## src/rtl/add8_err_monitor.sv

```systemverilog
// add8_err_monitor: on-chip error characteriser for WIDTH-bit approximate adders.
// Sweeps every (A,B) operand pair into an attached combinational adder.
// Compares each readback against the exact sum and accumulates the error
// count, the summed absolute error, the worst-case error and the summed
// Hamming distance.
module add8_err_monitor #(
    parameter int WIDTH  = 8,
    parameter int SETTLE = 0
) (
    input  logic                 clk,
    input  logic                 rst_n,
    input  logic                 start,
    output logic [WIDTH-1:0]     a_out,
    output logic [WIDTH-1:0]     b_out,
    input  logic [WIDTH:0]       dut_sum,
    output logic                 busy,
    output logic                 done,
    output logic [2*WIDTH:0]     err_cnt,
    output logic [3*WIDTH:0]     abs_err_sum,
    output logic [WIDTH:0]       wce,
    output logic [2*WIDTH+3:0]   hd_sum
);

    localparam int IW = 2 * WIDTH;
    localparam logic [3:0] SETTLE_C = 4'(SETTLE);

    typedef enum logic [1:0] {
        ST_IDLE  = 2'd0,
        ST_RUN   = 2'd1,
        ST_FLUSH = 2'd2,
        ST_DONE  = 2'd3
    } state_t;

    // Number of set bits in a (WIDTH+1)-bit word, sized to the Hamming accumulator.
    function automatic logic [2*WIDTH+3:0] popcount(input logic [WIDTH:0] v);
        logic [2*WIDTH+3:0] pc;
        pc = '0;
        for (int i = 0; i <= WIDTH; i++) begin
            pc = pc + (2*WIDTH+4)'(v[i]);
        end
        return pc;
    endfunction

    state_t               state_q, state_d;
    logic [IW-1:0]        idx_q, idx_d;
    logic [3:0]           cnt_q, cnt_d;
    logic [WIDTH:0]       cmp_sum_q, cmp_sum_d;
    logic [WIDTH:0]       cmp_exact_q, cmp_exact_d;
    logic                 cmp_vld_q, cmp_vld_d;
    logic [2*WIDTH:0]     err_cnt_q, err_cnt_d;
    logic [3*WIDTH:0]     abs_q, abs_d;
    logic [WIDTH:0]       wce_q, wce_d;
    logic [2*WIDTH+3:0]   hd_q, hd_d;
    logic                 busy_q, busy_d;
    logic                 done_q, done_d;

    logic [WIDTH:0]         exact_s;
    logic signed [WIDTH+1:0] diff_s;
    logic [WIDTH+1:0]       mag_s;
    logic [WIDTH:0]         err_s;

    // Exact reference sum and the error magnitude of the captured vector.
    always_comb begin
        exact_s = {1'b0, idx_q[IW-1:WIDTH]} + {1'b0, idx_q[WIDTH-1:0]};
        diff_s  = $signed({1'b0, cmp_sum_q}) - $signed({1'b0, cmp_exact_q});
        if (diff_s[WIDTH+1]) begin
            mag_s = -diff_s;
        end else begin
            mag_s = diff_s;
        end
        err_s = mag_s[WIDTH:0];
    end

    // Sweep sequencing, capture stage and metric accumulation.
    always_comb begin
        state_d     = state_q;
        idx_d       = idx_q;
        cnt_d       = cnt_q;
        cmp_sum_d   = cmp_sum_q;
        cmp_exact_d = cmp_exact_q;
        cmp_vld_d   = 1'b0;
        err_cnt_d   = err_cnt_q;
        abs_d       = abs_q;
        wce_d       = wce_q;
        hd_d        = hd_q;
        busy_d      = busy_q;
        done_d      = done_q;

        // The compare stage retires one captured vector per valid cycle.
        if (cmp_vld_q) begin
            err_cnt_d = err_cnt_q + (2*WIDTH+1)'(err_s != '0);
            abs_d     = abs_q + (3*WIDTH+1)'(err_s);
            hd_d      = hd_q + popcount(cmp_sum_q ^ cmp_exact_q);
            if (err_s > wce_q) begin
                wce_d = err_s;
            end else begin
                wce_d = wce_q;
            end
        end else begin
            err_cnt_d = err_cnt_q;
        end

        case (state_q)
            ST_IDLE, ST_DONE: begin
                busy_d = 1'b0;
                if (start) begin
                    err_cnt_d = '0;
                    abs_d     = '0;
                    wce_d     = '0;
                    hd_d      = '0;
                    done_d    = 1'b0;
                    idx_d     = '0;
                    cnt_d     = 4'd0;
                    busy_d    = 1'b1;
                    state_d   = ST_RUN;
                end else begin
                    state_d = state_q;
                end
            end
            ST_RUN: begin
                busy_d = 1'b1;
                if (cnt_q == SETTLE_C) begin
                    cmp_sum_d   = dut_sum;
                    cmp_exact_d = exact_s;
                    cmp_vld_d   = 1'b1;
                    cnt_d       = 4'd0;
                    idx_d       = idx_q + IW'(1);
                    if (idx_q == {IW{1'b1}}) begin
                        state_d = ST_FLUSH;
                    end else begin
                        state_d = ST_RUN;
                    end
                end else begin
                    cnt_d = cnt_q + 4'd1;
                end
            end
            ST_FLUSH: begin
                busy_d  = 1'b0;
                done_d  = 1'b1;
                state_d = ST_DONE;
            end
            default: begin
                busy_d  = 1'b0;
                state_d = ST_IDLE;
            end
        endcase
    end

    // State and datapath registers with asynchronous reset.
    always_ff @(posedge clk or negedge rst_n) begin
        if (!rst_n) begin
            state_q     <= ST_IDLE;
            idx_q       <= '0;
            cnt_q       <= 4'd0;
            cmp_sum_q   <= '0;
            cmp_exact_q <= '0;
            cmp_vld_q   <= 1'b0;
            err_cnt_q   <= '0;
            abs_q       <= '0;
            wce_q       <= '0;
            hd_q        <= '0;
            busy_q      <= 1'b0;
            done_q      <= 1'b0;
        end else begin
            state_q     <= state_d;
            idx_q       <= idx_d;
            cnt_q       <= cnt_d;
            cmp_sum_q   <= cmp_sum_d;
            cmp_exact_q <= cmp_exact_d;
            cmp_vld_q   <= cmp_vld_d;
            err_cnt_q   <= err_cnt_d;
            abs_q       <= abs_d;
            wce_q       <= wce_d;
            hd_q        <= hd_d;
            busy_q      <= busy_d;
            done_q      <= done_d;
        end
    end

    assign a_out       = idx_q[IW-1:WIDTH];
    assign b_out       = idx_q[WIDTH-1:0];
    assign busy        = busy_q;
    assign done        = done_q;
    assign err_cnt     = err_cnt_q;
    assign abs_err_sum = abs_q;
    assign wce         = wce_q;
    assign hd_sum      = hd_q;

endmodule

```

## config.mk

```make
export PLATFORM = sky130hd
export DESIGN_NAME = add8_err_monitor
export DESIGN_NICKNAME = d
export VERILOG_FILES = /design/src/rtl/add8_err_monitor.sv
export SDC_FILE = /design/constraint.sdc
export NUM_CORES = 1
export LEC_CHECK = 0
export ABC_AREA = 1
export BUFFER_PORTS_ARGS = -buffer_cell sky130_fd_sc_hd__buf_2
export CORE_ASPECT_RATIO = 0.7
export CORE_MARGIN = 2
export CORE_UTILIZATION = 30
export DETAILED_ROUTE_END_ITERATION = 12
export MAX_ROUTING_LAYER = met4
export PLACE_DENSITY_LB_ADDON = 0.05
export SLEW_MARGIN = 10
export SYNTH_ARGS = -nofsm -noshare
export SYNTH_HDL_FRONTEND = slang
export SYNTH_SLANG_ARGS = --single-unit
```

## constraint.sdc

```tcl
create_clock -name clk -period 3.75 [get_ports clk]
set_input_delay 0.9375 -clock clk [delete_from_list [all_inputs] [get_ports clk]]
set_output_delay 0.9375 -clock clk [all_outputs]
set_load 0.02 [all_outputs]
```

* After elaboration in Yosys (flattened, before gate mapping)
Cells that the tools add are included. W data, S select, Z words.
Word-level totals: ROM bits 0, memories kept 0, register bits 114, input bits 12, RAM bits 0, output and inout bits 89, latch bits 0, logic and storage cells 77
Operators by class: equal/unequal tests 6, $lt $le $gt $ge 1, div/mod/pow operators 0, add/subtract/negate cells 16, bitwise gates (word level) 1, multiply operators 0, reductions and logical operators 11, mux-type cells 30, shift operators 0
Operators with widths (number):
- $mux W25 | 3
- $mux W20 | 3
- $mux W17 | 3
- $mux W9 | 5
- $mux W16 | 2
- $pmux W16 S2 | 1
- $add A25 B9 Y25 | 1
- $add A20 B9 Y20 | 1
- $add A17 B1 Y17 | 1
- $add A16 B1 Y16 const B | 1
- $eq A16 B16 Y1 const B | 1
- $sub A9 B9 Y10 | 1
- $add A8 B1 Y9 | 1
- $add A8 B8 Y9 | 1
- $gt A9 B9 Y1 | 1
- $neg A9 Y9 | 1
- $reduce_bool A9 Y1 | 1
- $xor A9 B9 Y9 | 1
- $add A7 B1 Y8 | 1
- $mux W4 | 2
- $pmux W4 S2 | 1
- $reduce_and A2 Y1 | 4
- $add A6 B1 Y7 | 1
- $add A5 B1 Y6 | 1
- other kinds (18) | 26

* Depth between registers and ports, before layout
Gate-level depths: netlist of the first run.
word-level depth 13, gate-level depth with buffers 29, mapped depth without buffers 28

* Worst setup path before layout of the first run
No wires, ideal clock.
kind reg2reg, start reg cmp_sum_q[5], end reg hd_q[14], in the netlist hd_sum[14], required time 3.618 ns, path slack -0.203 ns, library setup time 0.132 ns, data arrival time 3.821 ns, cell stages (with the launch flop) 23, path through dfrtp_1 -> ha_1 -> inv_1 -> fa_1 -> inv_1 -> fa_1 -> inv_1 -> fa_1 -> ha_1 -> fa_1 -> nand2_1 -> inv_1 -> nor2_1 -> nor2_1 -> nor2_1 -> nor2_1 -> nand3_1 -> nor2_1 -> inv_1 -> nor2_1 -> nand2_1 -> xor2_1 -> nor2_1
On the way: cells in the longest elaborated chain, start to end 9
RTL lines:
- start: declaration | RTL line 47 | logic [WIDTH:0] cmp_sum_q, cmp_sum_d;
- start signal: assignment | RTL line 168 | cmp_sum_q <= cmp_sum_d;
- $xor A9 B9 Y9 * | RTL line 93 | hd_d = hd_q + popcount(cmp_sum_q ^ cmp_exact_q);
- $add A5 B1 Y6 * | RTL line 39 | pc = pc + (2*WIDTH+4)'(v[i]);
- $add A6 B1 Y7 * | RTL line 39
- $add A7 B1 Y8 * | RTL line 39
- $add A8 B1 Y9 * | RTL line 39
- $add A20 B9 Y20 * | RTL line 93
- $mux W20 * | RTL line 90 | if (cmp_vld_q) begin
- $mux W20 | RTL line 106 | if (start) begin
- $mux W20 * | RTL line 103 | case (state_q)
- via hd_d[14] | RTL line 53 | logic [2*WIDTH+3:0] hd_q, hd_d;
- end signal: assignment | RTL line 161 | hd_q <= '0;
- end signal: assignment | RTL line 174 | hd_q <= hd_d;
- end: declaration | RTL line 53
The timed path passes the listed nets; every way through them passes the cells marked *. A chain may end at the register's enable or synchronous reset.

* Final worst setup path of the first run
start reg cmp_sum_q[7], end reg hd_q[14], in the netlist hd_sum[14]
On the way: cells in the longest elaborated chain, start to end 7
RTL lines (RTL line):
- $xor A9 B9 Y9 * | 93
- $add A7 B1 Y8 * | 39
- $add A8 B1 Y9 * | 39
- $add A20 B9 Y20 * | 93
- $mux W20 * | 90
- $mux W20 | 106
- $mux W20 * | 103
- via hd_d[14] | 53
Marks and branches as above.

==> results of run 1 <==
==> layout make-up <==
cell class                 count  area [sq um]  share of cell area, %
clock buffer                  23         488.0                  4.668
timing repair inverter         1         6.256                0.05984
tap                          318         397.9                  3.806
inverter                     150         580.6                  5.554
clock inverter                 9         103.9                 0.9934
timing repair buffer         237          1604                  15.34
sequential                   114          2853                  27.29
multi-input combinational    626          4420                  42.29
==> cell families after synthesis <==
group	synth area share (%)
buffers and inverters	9.175
adder cells (fa/ha/maj)	10.91
flip-flops	39.85
XOR/XNOR	3.670
AO/OA/AOI/OAI	13.30
AND/OR/NAND/NOR	23.10
==> worst reg2reg max path, cell delays in order, from the launching register on <==
cell     delay [ns]
dfrtp_1        0.40
ha_4           0.29
inv_4          0.04
fa_1           0.55
inv_2          0.05
fa_1           0.53
inv_2          0.04
fa_2           0.54
ha_4           0.16
fa_2           0.21
nand2_2        0.05
inv_2          0.05
nor2_2         0.04
nor2_1         0.11
nor2_2         0.07
nor2_2         0.15
nand3_2        0.10
nor2_2         0.11
inv_2          0.08
nor2_4         0.10
nand2_2        0.07
xor2_2         0.13
nor2_1         0.10
==> worst paths after layout <==
kind                         startpoint        endpoint  slack (ns)  depth (start not counted)
max in group asynchronous         rst_n  cmp_exact_q[0]        2.34                          2
min                        cmp_sum_q[8]    cmp_sum_q[8]        0.48                          2
max                        cmp_sum_q[7]      hd_sum[14]       -0.29                         22
min reg2reg                cmp_sum_q[8]    cmp_sum_q[8]        0.48                          2
min in group asynchronous         rst_n          wce[0]        0.55                          1
max reg2reg                cmp_sum_q[7]      hd_sum[14]       -0.29                         22
==> layer usage <==
metal	vias up	share of wire [%]	GRT usage, %
met1	3098	53	25.87
met2	81	43	23.90
met5	-	0	-
met3	8	3.2	3.978
met4	0	0.69	4.297
li1	3447	-	-
==> per-stage QoR <==
stage	utilization, %	worst slack, ns	cells
after CTS	41.26	-0.2803	1458
after detailed placement	37.20	-0.3975	1407
after global placement	37.20	-0.2940	1407
final	44.44	-0.2875	1478
after floorplan	-	-0.04757	906
after global routing	44.44	-0.5519	1478
==> sequential cells by signal, indices dropped and copies added, names as in the netlist, 2 cells and up <==
signal	cells
wce	9
hd_sum	20
abs_err_sum	25
err_cnt	17
cnt_q	4
cmp_exact_q	9
cmp_sum_q	9
state_q	2
idx_q	16
==> layout by cell type (no fill, tap or decap), drive strengths merged, types with 4 or more instances in the layout <==
master    n
dfrtp   114
nand4    16
xor2     23
nand3    39
nor2    114
a21oi    80
buf     237
clkinv    7
a31oi     4
fa        9
nor4      6
o31ai     4
clkbuf   23
nand2   157
o21ai    69
inv     149
ha       48
xnor2     7
o21a      6
nor3     29
==> repair_timing <==
action | CTS | global route
buffers inserted | 19 | 23
setup endpoints to repair | 45 | 51
pin swaps | 30 | 64
resized for setup | 61 | 151
gates cloned | 0 | 2
==> results.ini, run 1 <==
[timing]
fin_skew_ns=0.007282
period_minus_slack_ns=4.038
period_share_pct=107.7
rsz0062_at_grt=true
drv_slew=0
tightest_slew_ns=0.9476
worst_slack_ns=-0.2875
fin_setup_tns_ns=-2.012
whs_ns=0.4829
final-hold-violation-count=0
fmax_ghz=0.2477
relSlewSlack_pct=36.25
finalSetupViolCount=19

[clocking]
cts_inserted_buffers=17
cts_root_buffer=clkbuf_16
clockBufferDepth=2
tritoncts=built
cts.clk_slew.worst_paths_ns=0.06
h-tree-depth=4
clkLatencyLatePin_ns=0.42
hold_buffers=0
clkSinkCount=114

[detailed_routing]
drtAntennaViolNets=0
wirelength_microns=20760
first_iter_violations=237
viasPerCell=4.488
avgRoutedWirePerCell_microns=14.05
vias=6634
first_pass_iters=4
drc=0

[run_status]
violations=negative setup slack
outcome=finished, violations left

[synth]
synth.avg_cell_area_sq_um=7.902
synth-seq-cells=114
ys_warn_count=0
yosysTopAreaCell=dfrtp_1
synthTopCellsByArea=dfrtp_1 40%, ha_1 8.4%, nand2_1 7.7%
syn-cell-area_sq_mm=0.007159
synth_top_area_share_pct=39.85
synth_most_common_cell=nand2_1
ys_seq_area_share_pct=39.85
synth_nets=975
netlist_top_cells_count=147 x nand2_1, 143 x inv_1, 114 x dfrtp_1
synth_edf_count=0
synthCells=906
synthArstFlopShare_pct=100.0
ys_types=46
synthFlopType=dfrtp_1

[worst_setup_path]
setup.worst_path.start_class=flip-flop
cp-end-kind=flip-flop
path_delay_family=adder cells
critPathKind=reg2reg
path_cells=ha_4 > inv_4 > fa_1 > inv_2 > fa_1 > inv_2 > fa_2 > ha_4 > fa_2 > nand2_2 > inv_2 > nor2_2 > nor2_1 > nor2_2 > nor2_2 > nand3_2 > nor2_2 > inv_2 > nor2_4 > nand2_2 > xor2_2 > nor2_1
cp_num_buf_inv=5
cp.arrival_ns=4.39
required_ns=4.10
cp_max_fo=3
cpPeakStageDelay_ns=0.55
slowest_stage=fa_1

[global_routing]
first_global_vias=6384
grt_use_total_pct=17.51
grt_pass1_wl_microns=33840
grt_max_degree=51
grt_overflow_total=0
antenna_found_initial=0

[min_path]
hold_class=reg2reg

[finish]
design_area_sq_mm=0.01045
final_nets=1216
diodes=0
drive_gt1_share_pct=38.62
fillers=2398
synthToLayoutAreaGrowth_pct=46.02

[die]
die-height_microns=133.3
die_w_microns=188.6
io_pins=101
fp.coreArea_sq_mm=0.02352
rows=47
die_area_sq_mm=0.02514
initial_utilization_pct=30.44

[placement]
numPortBuffers=100
hpwl_microns=14820
gp_congestion=0.7742
place_area_sq_mm=0.008750

[run]
drv_cap=0

Power of run 1 is left out: the tool's default activity adds up to more than one toggle a clock period on the data nets, which glitch-free logic cannot reach.
==> run 2: changes to the inputs <==
--- a/config.mk
+++ b/config.mk
@@ -7,8 +7,8 @@
 export LEC_CHECK = 0
 export ABC_AREA = 1
 export BUFFER_PORTS_ARGS = -buffer_cell sky130_fd_sc_hd__buf_2
-export CORE_ASPECT_RATIO = 0.7
-export CORE_MARGIN = 2
+export CORE_ASPECT_RATIO = 0.9
+export CORE_MARGIN = 4
 export CORE_UTILIZATION = 30
 export DETAILED_ROUTE_END_ITERATION = 12
 export MAX_ROUTING_LAYER = met4
==> run 2 against run 1 <==
  * Critical endpoint unchanged
  * Worst hold slack worse by 0.0016 ns
  * Critical path type unchanged
  * Register-to-register slack better by 0.12 ns
  * Clock skew grew 0.012 ns
  * The run still ends with negative setup slack left
  * Sequential share of layout area down 0.085 points
  * Worst setup slack better by 0.12 ns
  * Global-route usage shrank 1.1 points
  * Wire length fell by 1.4%
  * First-iteration DRC count rose by 22%
  * Via count shrank 0.62%
==> results.ini, run 2 (same netlist as run 1, synthesis figures left out) <==
[worst_setup_path]
crit_path_end=hd_sum[14]
cpPeakStageDelay_ns=0.54  ; about the same
worstSetupPathDepth=22  ; unchanged
slowest_stage=fa_1
critPathKind=reg2reg
path_cells=ha_4 > inv_4 > fa_1 > inv_2 > fa_1 > inv_1 > fa_2 > ha_4 > fa_2 > nand2_1 > inv_1 > nor2_1 > nor2_1 > nor2_1 > nor2_1 > nand3_1 > nor2_2 > inv_2 > nor2_4 > nand2_2 > xor2_1 > nor2_1
path_delay_family=adder cells
cp_num_buf_inv=5  ; unchanged
rr_startpoint=cmp_sum_q[5]
cp_max_fo=3  ; unchanged
critPathLaunch=cmp_sum_q[5]
cp.arrival_ns=4.23  ; -0.16 ns
reg2reg_to=hd_sum[14]
r2r_cells=22  ; unchanged
critPathMostFrequentCell=nor2_1
cp-end-kind=flip-flop
r2r_slack_ns=-0.17  ; +0.12 ns
setup.worst_path.start_class=flip-flop
required_ns=4.06  ; -0.04 ns

[die]
die_w_microns=170.8  ; -9.4%
die_area_sq_mm=0.02640  ; +5.0%
initial_utilization_pct=30.58  ; +0.15 points
die-height_microns=154.6  ; +16%
io_pins=101  ; unchanged
rows=53  ; +13%
fp.coreArea_sq_mm=0.02341  ; -0.48%

[detailed_routing]
avgRoutedWirePerCell_microns=13.91  ; -0.99%
vias=6593  ; -0.62%
drc=0  ; unchanged
drtAntennaViolNets=0  ; unchanged
first_iter_violations=288  ; +22%
wirelength_microns=20480  ; -1.4%
viasPerCell=4.479  ; -0.21%
first_pass_iters=4  ; unchanged

[global_routing]
first_global_vias=6497  ; +1.8%
antenna_found_initial=0  ; unchanged
grt_max_degree=51  ; unchanged
grt_overflow_total=0  ; unchanged
grt_pass1_wl_microns=33740  ; -0.30%
grt_use_total_pct=16.43  ; -1.1 points

[timing]
relSlewSlack_pct=57.15  ; +21 points
period_minus_slack_ns=3.921  ; -0.1163 ns
period_share_pct=104.6  ; -3.1 points
finalSetupViolCount=15  ; -4
fin_skew_ns=0.01914  ; +0.01185 ns
final-hold-violation-count=0  ; unchanged
whs_ns=0.4813  ; -0.001581 ns
rsz0062_at_grt=true
fmax_ghz=0.2550  ; +3.0%
drv_slew=0  ; unchanged
worst_slack_ns=-0.1713  ; +0.1163 ns
tightest_slew_ns=0.6427  ; -0.3049 ns

[finish]
fin_util_pct=44.80  ; +0.36 points
fillers=2377  ; -0.88%
diodes=0  ; unchanged
drive_gt1_share_pct=38.21  ; -0.42 points
final_nets=1226  ; +0.82%
synthToLayoutAreaGrowth_pct=46.47
design_area_sq_mm=0.01049  ; +0.31%
final_cell_mix=133 x buf_4, 132 x nand2_1, 120 x inv_1
final_common_cell=buf_4
largest_reg_flops=25  ; unchanged

[min_path]
hold_class=reg2reg
hold_depth=1  ; -1

[placement]
dpl_worst_slack_ns=-0.3655  ; +0.03203 ns
place_area_sq_mm=0.008760  ; +0.11%
hpwl_microns=14940  ; +0.80%
gp_congestion=0.8060  ; +4.1%
numPortBuffers=100  ; unchanged

[clocking]
clkSinkCount=114  ; unchanged
cts_inserted_buffers=17  ; unchanged
cts.clk_slew.worst_paths_ns=0.06  ; about the same
hold_buffers=0  ; unchanged
clockBufferDepth=2  ; unchanged
h-tree-depth=4  ; unchanged
clkLatencyLatePin_ns=0.43  ; about the same
tritoncts=built
cts_root_buffer=clkbuf_16

[run_status]
outcome=finished, violations left
violations=negative setup slack

[run]
drv_cap=0  ; unchanged

-- run 2: cell types whose count changed in the layout (fill, tap and decap cells not counted), moves of 3 or more --
cell,change
clkbuf_8,-4
inv_1,+4
a21oi_1,+5
buf_4,+12
inv_2,-6
a21oi_2,-5
clkinv_4,+3
nand2_4,-3
inv_6,+4
-- run 2: routing by layer --
| metal | GRT usage, % | wire [microns] |
|---|---|---|
| met1 | 22.78 | 10330 |
| met2 | 24.89 | 9388 |
| met3 | 3.246 | 578 |
| met4 | 3.961 | 181 |
| met5 | - | 0 |
-- run 2: how the worst min path moves through the flow --
stage,startpoint,end
after global placement,err_cnt[16],err_cnt[16]
final,err_cnt[16],err_cnt[16]
after floorplan,cmp_exact_q[0],cmp_exact_q[0]
after global routing,err_cnt[16],err_cnt[16]
after CTS,cmp_sum_q[7],cmp_sum_q[7]
after detailed placement,cmp_exact_q[0],cmp_exact_q[0]
-- run 2: stage by stage --
stage	cells	TNS, ns
2_1_floorplan	906	-0.04757
3_3_place_gp	1395	-4.131
3_5_place_dp	1395	-5.771
4_1_cts	1453	-1.819
5_1_grt	1472	-9.374
6_report	1472	-1.129
-- run 2: layout make-up --
| class | count | area [sq um] | area share, % |
|---|---|---|---|
| Multi-Input combinational cell | 625 | 4365 | 41.63 |
| Sequential cell | 114 | 2853 | 27.20 |
| Timing Repair Buffer | 249 | 1703 | 16.24 |
| Inverter | 150 | 580.6 | 5.536 |
| Clock buffer | 18 | 429.2 | 4.093 |
| Tap cell | 302 | 377.9 | 3.603 |
| Clock inverter | 14 | 177.7 | 1.694 |
-- run 2: timing repair --
action | in CTS | in global routing
setup buffers | 27 | 25
setup endpoints to repair | 41 | 51
resized for setup | 76 | 113
cloned | 0 | 0
hold endpoints to repair | 0 | 0
pin swaps | 31 | 62
-- run 2: worst register-to-register path: cells and delay by family (launching register included) --
family	cells	cell delay, ns
adder cells (fa/ha/maj)	6	2.26
buffers and inverters	5	0.30
AND/OR/NAND/NOR	10	0.68
flip-flops	1	0.40
XOR/XNOR	1	0.15
Power of run 2 is left out for the same reason.
==> run 3: changes to the inputs <==
--- a/config.mk
+++ b/config.mk
@@ -13,6 +13,7 @@
 export DETAILED_ROUTE_END_ITERATION = 12
 export MAX_ROUTING_LAYER = met4
 export PLACE_DENSITY_LB_ADDON = 0.05
+export SKIP_LAST_GASP = 1
 export SLEW_MARGIN = 10
 export SYNTH_ARGS = -nofsm -noshare
 export SYNTH_HDL_FRONTEND = slang
==> run 3 against run 2 <==
  * The run still ends with negative setup slack left
  * Worst setup slack is essentially flat
  * Clock-buffer cell count is the same
  * Highest routed layer unchanged
  * Sequential cell count is the same
==> results.ini, run 3 (same netlist as run 1, synthesis figures left out) <==
[clocking]
clkLatencyLatePin_ns=0.43  ; about the same
h-tree-depth=4  ; unchanged
cts_root_buffer=clkbuf_16
tritoncts=built
clockBufferDepth=2  ; unchanged
cts.clk_slew.worst_paths_ns=0.06  ; about the same
cts_inserted_buffers=17  ; unchanged
clkSinkCount=114  ; unchanged

[worst_setup_path]
setup.worst_path.start_class=flip-flop
cp.arrival_ns=4.23  ; about the same
critPathKind=reg2reg
cp-end-kind=flip-flop
cp_max_fo=3  ; unchanged
required_ns=4.06  ; about the same

[detailed_routing]
drtAntennaViolNets=0  ; unchanged
vias=6605  ; +0.18%
drc=0  ; unchanged
avgRoutedWirePerCell_microns=13.93  ; +0.17%
first_iter_violations=283  ; -1.7%
wirelength_microns=20550  ; +0.38%
viasPerCell=4.478  ; about the same
first_pass_iters=4  ; unchanged

[finish]
fillers=2376  ; -0.042%
multi_input_comb_area_sq_mm=0.004353  ; -0.29%
largest_reg_flops=25  ; unchanged
seqCellArea_sq_mm=0.002853  ; unchanged
final_nets=1229  ; +0.24%
fin_util_pct=44.75  ; -0.048 points
drive_gt1_share_pct=37.68  ; -0.52 points
synthToLayoutAreaGrowth_pct=46.31
diodes=0  ; unchanged
final_cell_mix=141 x buf_4, 137 x nand2_1, 120 x inv_1
layout.cells.non_filler=1475  ; +0.20%
final_common_cell=buf_4

[timing]
tightest_slew_ns=0.6382  ; -0.004474 ns
drv_slew=0  ; unchanged
relSlewSlack_pct=57.45  ; +0.30 points
fmax_ghz=0.2550  ; about the same
period_minus_slack_ns=3.921  ; -0.0004220 ns
rsz0062_at_grt=true
whs_ns=0.4762  ; -0.005050 ns
worst_slack_ns=-0.1708  ; +0.0004220 ns
period_share_pct=104.6  ; about the same
finalSetupViolCount=14  ; -1
fin_skew_ns=0.01434  ; -0.004799 ns
fin_setup_tns_ns=-1.225  ; -0.09591 ns
final-hold-violation-count=0  ; unchanged

[die]
io_pins=101  ; unchanged
die-height_microns=154.6  ; unchanged
initial_utilization_pct=30.58  ; unchanged
fp.coreArea_sq_mm=0.02341  ; unchanged
die_area_sq_mm=0.02640  ; unchanged
die_w_microns=170.8  ; unchanged
rows=53  ; unchanged

[global_routing]
grt_use_total_pct=16.42  ; about the same
grt_max_degree=51  ; unchanged
grt_overflow_total=0  ; unchanged
grt_pass1_wl_microns=33730  ; about the same
first_global_vias=6502  ; +0.077%
antenna_found_initial=0  ; unchanged

[min_path]
hold_class=reg2reg

[placement]
gp_congestion=0.8060  ; unchanged
dp.cells=1395  ; unchanged
numPortBuffers=100  ; unchanged
hpwl_microns=14940  ; unchanged

[run_status]
outcome=finished, violations left
violations=negative setup slack

[run]
drv_cap=0  ; unchanged

[run 3: critical path, cell delays in order, from the launching register on]
cell and delay, ns:
dfrtp_1 0.40, ha_4 0.29, inv_4 0.03, fa_1 0.54
inv_2 0.04, fa_1 0.47, inv_1 0.05, fa_2 0.44
ha_4 0.18, fa_2 0.34, nand2_1 0.07, inv_1 0.05
nor2_1 0.08, nor2_1 0.04, nor2_1 0.12, nor2_1 0.07
nand3_1 0.10, nor2_2 0.05, inv_2 0.12, nor2_4 0.05
nand2_2 0.05, xor2_1 0.15, nor2_1 0.05
[run 3: final timing paths]
kind,from,end,slack [ns],depth (start not counted)
setup / recovery,cmp_sum_q[5],hd_sum[14],-0.17,22
setup reg to reg,cmp_sum_q[5],hd_sum[14],-0.17,22
hold / removal,err_cnt[16],err_cnt[16],0.48,1
max in group asynchronous,rst_n,cmp_exact_q[3],2.43,2
min in group asynchronous,rst_n,wce[5],0.52,1
hold reg to reg,err_cnt[16],err_cnt[16],0.48,1
[run 3: per-layer routing]
layer | vias up | global-route usage [%] | wire length, microns
met2 | 87 | 24.89 | 9471
met4 | 0 | 3.961 | 221
met3 | 16 | 3.246 | 660
met1 | 3040 | 22.76 | 10200
li1 | 3462 | - | -
met5 | - | - | 0
[run 3: cell type report]
type                       count  area share [%]
inverter                     150           5.518
timing repair buffer         252           16.29
multi-input combinational    625           41.56
sequential                   114           27.23
clock inverter                14           1.696
tap                          302           3.607
clock buffer                  18           4.097
[run 3: what timing repair did]
item                                    in CTS  in global routing
endpoints found under the setup margin      41                 51
setup buffers                               27                 28
gates resized for setup                     71                102
pin swaps                                   31                 56
hold buffers                                 0                  0
[run 3: through the flow]
stage / worst slack, ns / cell area, sq um
after CTS: -0.1921 / 9844
after floorplan: -0.04757 / 7179
after detailed placement: -0.3655 / 8760
after global placement: -0.2792 / 8760
final: -0.1708 / 10480
after global routing: -0.4307 / 10480
Power of run 3 is left out for the same reason.
